===== config.mk =====
export PLATFORM = sky130hd
export DESIGN_NAME = ebpf_shifter
export DESIGN_NICKNAME = d
export VERILOG_FILES = /design/src/rtl/ebpf_shifter.sv
export SDC_FILE = /design/constraint.sdc
export NUM_CORES = 1
export LEC_CHECK = 0
export BUFFER_PORTS_ARGS = -buffer_cell sky130_fd_sc_hd__buf_2
export CORE_MARGIN = 2
export CORE_UTILIZATION = 57
export DETAILED_ROUTE_END_ITERATION = 8
export GPL_TIMING_DRIVEN = 0
export PLACE_DENSITY_LB_ADDON = 0.25
export SETUP_SLACK_MARGIN = 0.5
export SYNTH_ARGS = -nofsm -noshare
export SYNTH_HDL_FRONTEND = slang
export SYNTH_SLANG_ARGS = --single-unit

===== constraint.sdc =====
create_clock -name clk -period 5.11 [get_ports clk]
set_clock_uncertainty 0.2 [all_clocks]
set_input_delay 1.022 -clock clk [delete_from_list [all_inputs] [get_ports clk]]
set_output_delay 1.022 -clock clk [all_outputs]
set_load 0.02 [all_outputs]

===== src/rtl/ebpf_shifter.sv =====
// rtl/ebpf_shifter.sv - iterative one-bit-per-clock LSH/RSH/ARSH unit with stb/ack handshake
module ebpf_shifter #(
    parameter int data_width = 64
) (
    input  logic                  clk,
    input  logic                  rst_n,
    input  logic                  stb,
    input  logic                  arith,
    input  logic                  left,
    input  logic [data_width-1:0] value,
    input  logic [data_width-1:0] shift,
    output logic [data_width-1:0] out,
    output logic                  ack
);

    localparam int sw = $clog2(data_width);
    localparam logic [sw-1:0] cnt_one = sw'(1);

    typedef enum logic {
        IDLE,
        SHIFT
    } state_t;

    state_t                state, state_next;
    logic [data_width-1:0] acc, acc_next;
    logic [data_width-1:0] out_next;
    logic [sw-1:0]         cnt, cnt_next;
    logic                  mode_left, mode_left_next;
    logic                  mode_arith, mode_arith_next;
    logic                  ack_next;

    // eBPF masks the shift amount to log2(width) bits; the rest is deliberately dropped.
    logic unused_shift;
    assign unused_shift = ^shift[data_width-1:sw];

    always_ff @(posedge clk or negedge rst_n) begin
        if (!rst_n) begin
            state      <= IDLE;
            acc        <= '0;
            cnt        <= '0;
            mode_left  <= 1'b0;
            mode_arith <= 1'b0;
            out        <= '0;
            ack        <= 1'b0;
        end else begin
            state      <= state_next;
            acc        <= acc_next;
            cnt        <= cnt_next;
            mode_left  <= mode_left_next;
            mode_arith <= mode_arith_next;
            out        <= out_next;
            ack        <= ack_next;
        end
    end

    always_comb begin
        state_next      = state;
        acc_next        = acc;
        cnt_next        = cnt;
        mode_left_next  = mode_left;
        mode_arith_next = mode_arith;
        out_next        = out;
        ack_next        = 1'b0;
        case (state)
            IDLE: begin
                if (stb) begin
                    acc_next        = value;
                    cnt_next        = shift[sw-1:0];
                    mode_left_next  = left;
                    mode_arith_next = arith;
                    state_next      = SHIFT;
                end
            end
            SHIFT: begin
                if (cnt != '0) begin
                    cnt_next = cnt - cnt_one;
                    if (mode_left) begin
                        acc_next = {acc[data_width-2:0], 1'b0};
                    end else begin
                        acc_next = {mode_arith & acc[data_width-1], acc[data_width-1:1]};
                    end
                end else begin
                    // Result is published only here, so out never shows partial shifts.
                    out_next   = acc;
                    ack_next   = 1'b1;
                    state_next = IDLE;
                end
            end
            default: state_next = IDLE;
        endcase
    end

endmodule


==> results of run 1 <==
==> cell families after synthesis <==
group	Yosys count
adders and majority gates	2
and+or+nand+nor	82
AOI/OAI and AO/OA	82
muxes	190
DFF	138
buffers and inverters	49
xor gates and xnor gates	2
==> cell type report <==
type / count / area (sq um) / area share (%)
sequential: 138 / 3450 / 41.1
multi-input combinational: 358 / 3230 / 38.4
timing repair buffer: 139 / 724 / 8.61
inverter: 5 / 18.8 / 0.223
clock inverter: 1 / 5.00 / 0.0595
tap: 147 / 184 / 2.19
antenna: 1 / 2.50 / 0.0297
buffer: 44 / 254 / 3.02
clock buffer: 29 / 541 / 6.43
==> cell usage after synthesis (all sizes together) (2+ instances only) <==
| cell | number | area [sq um] |
|---|---|---|
| a211oi | 2 | 15.0 |
| a21oi | 4 | 23.8 |
| a221o | 60 | 601 |
| a22oi | 3 | 22.5 |
| a31oi | 3 | 18.8 |
| buf | 23 | 175 |
| clkbuf | 21 | 78.8 |
| dfrtp | 138 | 3450 |
| ha | 2 | 25.0 |
| inv | 5 | 18.8 |
| mux2 | 127 | 1430 |
| mux2i | 63 | 631 |
| nand2 | 2 | 7.51 |
| nand3b | 2 | 15.0 |
| nor2 | 63 | 244 |
| nor2b | 4 | 25.0 |
| nor3 | 2 | 15.0 |
| nor3b | 4 | 30.0 |
| o21ai | 2 | 10.0 |
| o22a | 2 | 17.5 |
| o22ai | 3 | 18.8 |
| xor2 | 2 | 17.5 |
==> registers in the layout, indices dropped and copies added (netlist names) <==
name        count
mode_left       1
mode_arith      1
out            64
acc            64
ack             1
state           1
cnt             6
==> report_power, final <==
group	total, uW	internal [uW]	leakage [uW]	switching [uW]
combinational	2190	1130	0.00215	1060
clock	1140	705	0.000270	431
sequential	1970	1560	0.00177	411
total	5290	3390	0.00419	1910
==> path summary, 6_finish.rpt <==
check	from	to	slack, ns	depth (start not counted)
max in group asynchronous	rst_n	acc[53]	3.58	2
min in group asynchronous	rst_n	out[26]	0.35	1
min	out[21]	out[21]	0.28	1
max reg2reg	cnt[0]	acc[5]	2.54	6
min reg2reg	out[21]	out[21]	0.28	1
max	cnt[0]	acc[5]	2.54	6
==> metrics by stage <==
step | total power (uW) | cells | instance area, sq um | hold WS, ns | setup slack [ns]
after floorplan | 3530 | 545 | 6960 | 0.281 | 2.69
after global placement | 4040 | 830 | 7830 | 0.261 | 0.954
after detailed placement | 4170 | 831 | 7860 | 0.269 | 2.22
after CTS | 5320 | 861 | 8410 | 0.281 | 2.52
after global routing | 5610 | 861 | 8410 | 0.296 | 2.30
final | 5290 | 862 | 8410 | 0.276 | 2.54
==> per-layer routing <==
layer	up-vias	wire length (microns)	GRT usage, %
li1	2363	-	-
met1	2543	7130	34.3
met2	166	7590	39.6
met3	25	882	5.98
met4	0	320	11.0
met5	-	0	0
==> metrics.csv, run 1 <==
metric,value,unit
ant_nets,0,
grt_pass1_wl,26.1,mm
synth_fa_ha_area_share,0.360,%
synth_async_sr_flop_share,100,%
tns,0,ns
netlist_instances,545,
grt_remaining_overflow,0,
root_buffer,clkbuf_16,
antenna_found_initial,0,
postCtsHoldBufs,0,
hold_violations,0,
synth_xor_area_share,0.252,%
path_buf_inv,2,
powerDensity,629,nW/um^2
status,completed,
syn-mean-instance-area,12.8,sq um
synth_simple_gate_area_share,5.38,%
min_period,2.57,ns
ir_drop,0.000310,V
layout_commonest_cell,buf_2,
worst_pin_slew,0.782,ns
initial_core_util,58.1,%
cts_setup_buffers,0,
power.leakage,0.00419,uW
vias,5097,
drt_iter0_drc,379,
hpwl,11.1,mm
coreArea,12000,sq um
numCtsBuffers,17,
yosys_warnings,0,
numPortBuffers,138,
final_cell_mix,"145 x buf_2, 138 x dfrtp_1, 93 x mux2_2, 63 x mux2i_1, 62 x nor2_1",
finalSetupViolCount,0,
dr.pass1.iters,4,
synth_edf_count,0,
htreeDepth,4,
synth_top_family_by_area,multiplexers,
crit_path_cell_trace,"inv_1, ha_1, and3b_1, a21oi_1, clkbuf_1, a221o_1",
worstHoldPathType,flop to flop,
nFillCells,868,
ys_seq_area_share,49.6,%
cap_violations,0,
crit_slowest_cell,a21oi_1,
synth_mux_area_share,29.6,%
rsz0062_at_grt,no,
worstSetupPathType,flop to flop,
crit_required,5.26,ns
grt_max_degree,88,
fmax,390,MHz
rows,40,
synth-seq-cells,138,
syn_area,6960,sq um
drive_above_1_share,39.8,%
clkTransAtPathRegs,0.05,ns
cts_tree,built,
wl,15.9,mm
die_h,114,microns
first_global_vias,5165,
nets,838,
endpoint_kind,flop,
drc,0,
relSlewSlack,47.9,%
slew_viol_final,0,
crit_path_start_kind,flop,
fin_crit_sh,50.2,%
die_area,13100,sq um
wire_per_inst,18.5,microns
cts.sinks,138,
synth-main-ff-cell,dfrtp_1,
synth_nets,680,
vias_per_cell,5.91,
cts.path.max_buffers,2,
path_max_fanout,10,
dieWidth,114,microns
path_delay_family,compound AO/OA/AOI/OAI gates,
critPathArrivalTime,2.72,ns
cp_slowest_stage_delay,0.64,ns
grt_use_total,25.5,%
area_growth,20.9,%
yosysUniqueCellTypes,36,
fin_util,70.3,%
synth_compound_area_share,10.8,%
cts_resized,0,
io_pins,198,
routabilityCongestion,0.828,
insertion_delay,0.42,ns
No activity file was read; power rests on OpenSTA's default activity.
==> run 2: changes to the inputs <==
--- a/config.mk
+++ b/config.mk
@@ -7,7 +7,7 @@
 export LEC_CHECK = 0
 export BUFFER_PORTS_ARGS = -buffer_cell sky130_fd_sc_hd__buf_2
 export CORE_MARGIN = 2
-export CORE_UTILIZATION = 57
+export CORE_UTILIZATION = 47
 export DETAILED_ROUTE_END_ITERATION = 8
 export GPL_TIMING_DRIVEN = 0
 export PLACE_DENSITY_LB_ADDON = 0.25
==> constraint.sdc (replaced) <==
create_clock -name clk -period 2.3 [get_ports clk]
set_clock_uncertainty 0.2 [all_clocks]
set_input_delay 0.46 -clock clk [delete_from_list [all_inputs] [get_ports clk]]
set_output_delay 0.46 -clock clk [all_outputs]
set_load 0.02 [all_outputs]
==> run 2 against run 1 <==
Effect of this change:
- sequential share of layout area fell by 4.3 points
- fmax rose by 28%
- register-to-register slack got worse by 2.3 ns
- die area rose by 20%
- via count rose by 5.3%
- critical path depth rose by 3
- sequential power rose by 120%
- core utilization fell by 5.4 points
- critical path type unchanged
- largest cell class unchanged
- highest routed layer unchanged
==> metrics.csv, run 2 (same netlist as run 1, synthesis figures left out) <==
metric,value,unit,change
status,completed,,unchanged
nFillCells,1080,,was 868
rows,44,,was 40
num_antenna_cells,0,,was 1
path_max_fanout,5,,was 10
final_cell_mix,"142 x buf_2, 136 x dfrtp_1, 93 x mux2_2, 63 x mux2i_1, 62 x nor2_1",,"was 145 x buf_2, 138 x dfrtp_1, 93 x mux2_2, 63 x mux2i_1, 62 x nor2_1"
powerDensity,1420,nW/um^2,was 629 nW/um^2
drive_above_1_share,48.1,%,was 39.8%
root_buffer,clkbuf_16,,unchanged
io_pins,198,,unchanged
numCtsBuffers,17,,unchanged
fmax,498,MHz,was 390 MHz
layout_commonest_cell,buf_2,,unchanged
vias,5366,,was 5097
die_area,15800,sq um,was 13100 sq um
worst_pin_slew,0.662,ns,was 0.782 ns
finalSetupViolCount,0,,unchanged
endpoint_kind,flop,,unchanged
hpwl,11.3,mm,was 11.1 mm
htreeDepth,4,,unchanged
drt_iter0_drc,389,,was 379
top_regs,"acc x64, out x64, cnt x6",,unchanged
fin_crit_sh,87.4,%,was 50.2%
wl,18.2,mm,was 15.9 mm
stdcell_count,941,,was 862
dr.pass1.iters,4,,unchanged
cts_tree,built,,unchanged
worstHoldPathType,primary input to flop,,was flop to flop
slew_viol_final,0,,unchanged
dieWidth,126,microns,was 114 microns
cts.path.max_buffers,2,,unchanged
worstSetupPathType,flop to flop,,unchanged
finalWorstSetupSlack,0.290,ns,was 2.54 ns
design_area,9400,sq um,was 8410 sq um
relSlewSlack,55.8,%,was 47.9%
fin_total_pwr,13300,uW,was 5290 uW
rsz0062_at_grt,yes,,was no
critPathArrivalTime,2.11,ns,was 2.72 ns
clkTransAtPathRegs,0.06,ns,was 0.05 ns
initial_core_util,48.0,%,was 58.1%
tns,0,ns,unchanged
insertion_delay,0.42,ns,about the same
first_global_vias,5640,,was 5165
crit_path_start_kind,flop,,unchanged
cap_violations,0,,unchanged
vias_per_cell,5.70,,was 5.91
nets,879,,was 838
grt_max_degree,71,,was 88
place_inst,868,,was 831
ant_nets,0,,unchanged
antenna_found_initial,0,,unchanged
placed_cell_area,7950,sq um,was 7860 sq um
pre_cts_ws,-0.0512,ns,was 2.22 ns
coreArea,14500,sq um,was 12000 sq um
die_h,126,microns,was 114 microns
power.leakage,0.00464,uW,was 0.00419 uW
cts.sinks,138,,unchanged
min_period,2.01,ns,was 2.57 ns
grt_pass1_wl,29.1,mm,was 26.1 mm
area_growth,35.1,%,was 20.9%
wire_per_inst,19.3,microns,was 18.5 microns
ir_drop,0.000646,V,was 0.000310 V
crit_required,2.40,ns,was 5.26 ns
hold_violations,0,,unchanged
grt_use_total,23.0,%,was 25.5%
r2r_setup_slack,0.29,ns,was 2.54 ns
numPortBuffers,138,,unchanged
drc,0,,unchanged
routabilityCongestion,0.766,,was 0.828
grt_remaining_overflow,0,,unchanged
run 2: cell count changes in the layout (fill, tap and decap cells not counted), sizes merged:
cell / delta
buf: +36
clkbuf: -6
bufinv: +5
clkinv: +5
clkinvlp: +2
diode: -1
dlygate4sd3: +1
run 2: worst max-delay path, stage by stage (launching register included):
cell	delay, ns
dfrtp_1	0.37
inv_2	0.06
ha_4	0.16
nand3b_1	0.14
nor2_4	0.09
buf_6	0.14
buf_16	0.14
buf_12	0.12
clkbuf_16	0.14
a221o_1	0.31
run 2: repair_timing:
item	in CTS	in global routing
pin swaps	21	21
cloned	11	1
resized for setup	69	26
setup buffers	16	12
hold endpoints to repair	69	0
setup endpoints to repair	136	133
hold buffers	1	0
run 2: path summary, 6_finish.rpt:
check                      startpoint          to  depth (start not counted)
setup / recovery               cnt[1]     acc[15]                          9
hold / removal                  arith  mode_arith                          2
setup reg to reg               cnt[1]     acc[15]                          9
hold reg to reg               out[31]     out[31]                          1
max in group asynchronous       rst_n      cnt[3]                          3
min in group asynchronous       rst_n      out[9]                          2
run 2: per-stage QoR:
step,hold WS (ns),utilization (%)
after detailed placement,0.271,54.9
final,0.102,64.9
after global placement,0.261,54.7
after CTS,0.0852,63.6
after floorplan,-0.0356,-
after global routing,0.0847,64.9
run 2: power breakdown:
part,total [uW],internal (uW),switching [uW]
clock,3000,1940,1060
combinational,5930,3260,2670
sequential,4380,3460,922
run 2: cell type report:
type                            count  area, sq um  share of cell area (%)
Inverter                            5         18.8                   0.200
Multi-Input combinational cell    358         3300                    35.1
Timing Repair Buffer              180         1260                    13.4
Sequential cell                   138         3460                    36.8
Clock buffer                       19          443                    4.71
Tap cell                          184          230                    2.45
Clock inverter                     13          199                    2.12
Buffer                             44          492                    5.23
run 2: metal layers:
metal | vias to the layer above | wire length [microns] | GRT usage [%]
li1 | 2463 | - | -
met1 | 2720 | 8020 | 30.3
met2 | 152 | 8950 | 37.0
met3 | 31 | 755 | 5.18
met4 | 0 | 437 | 9.35
met5 | - | 0 | 0
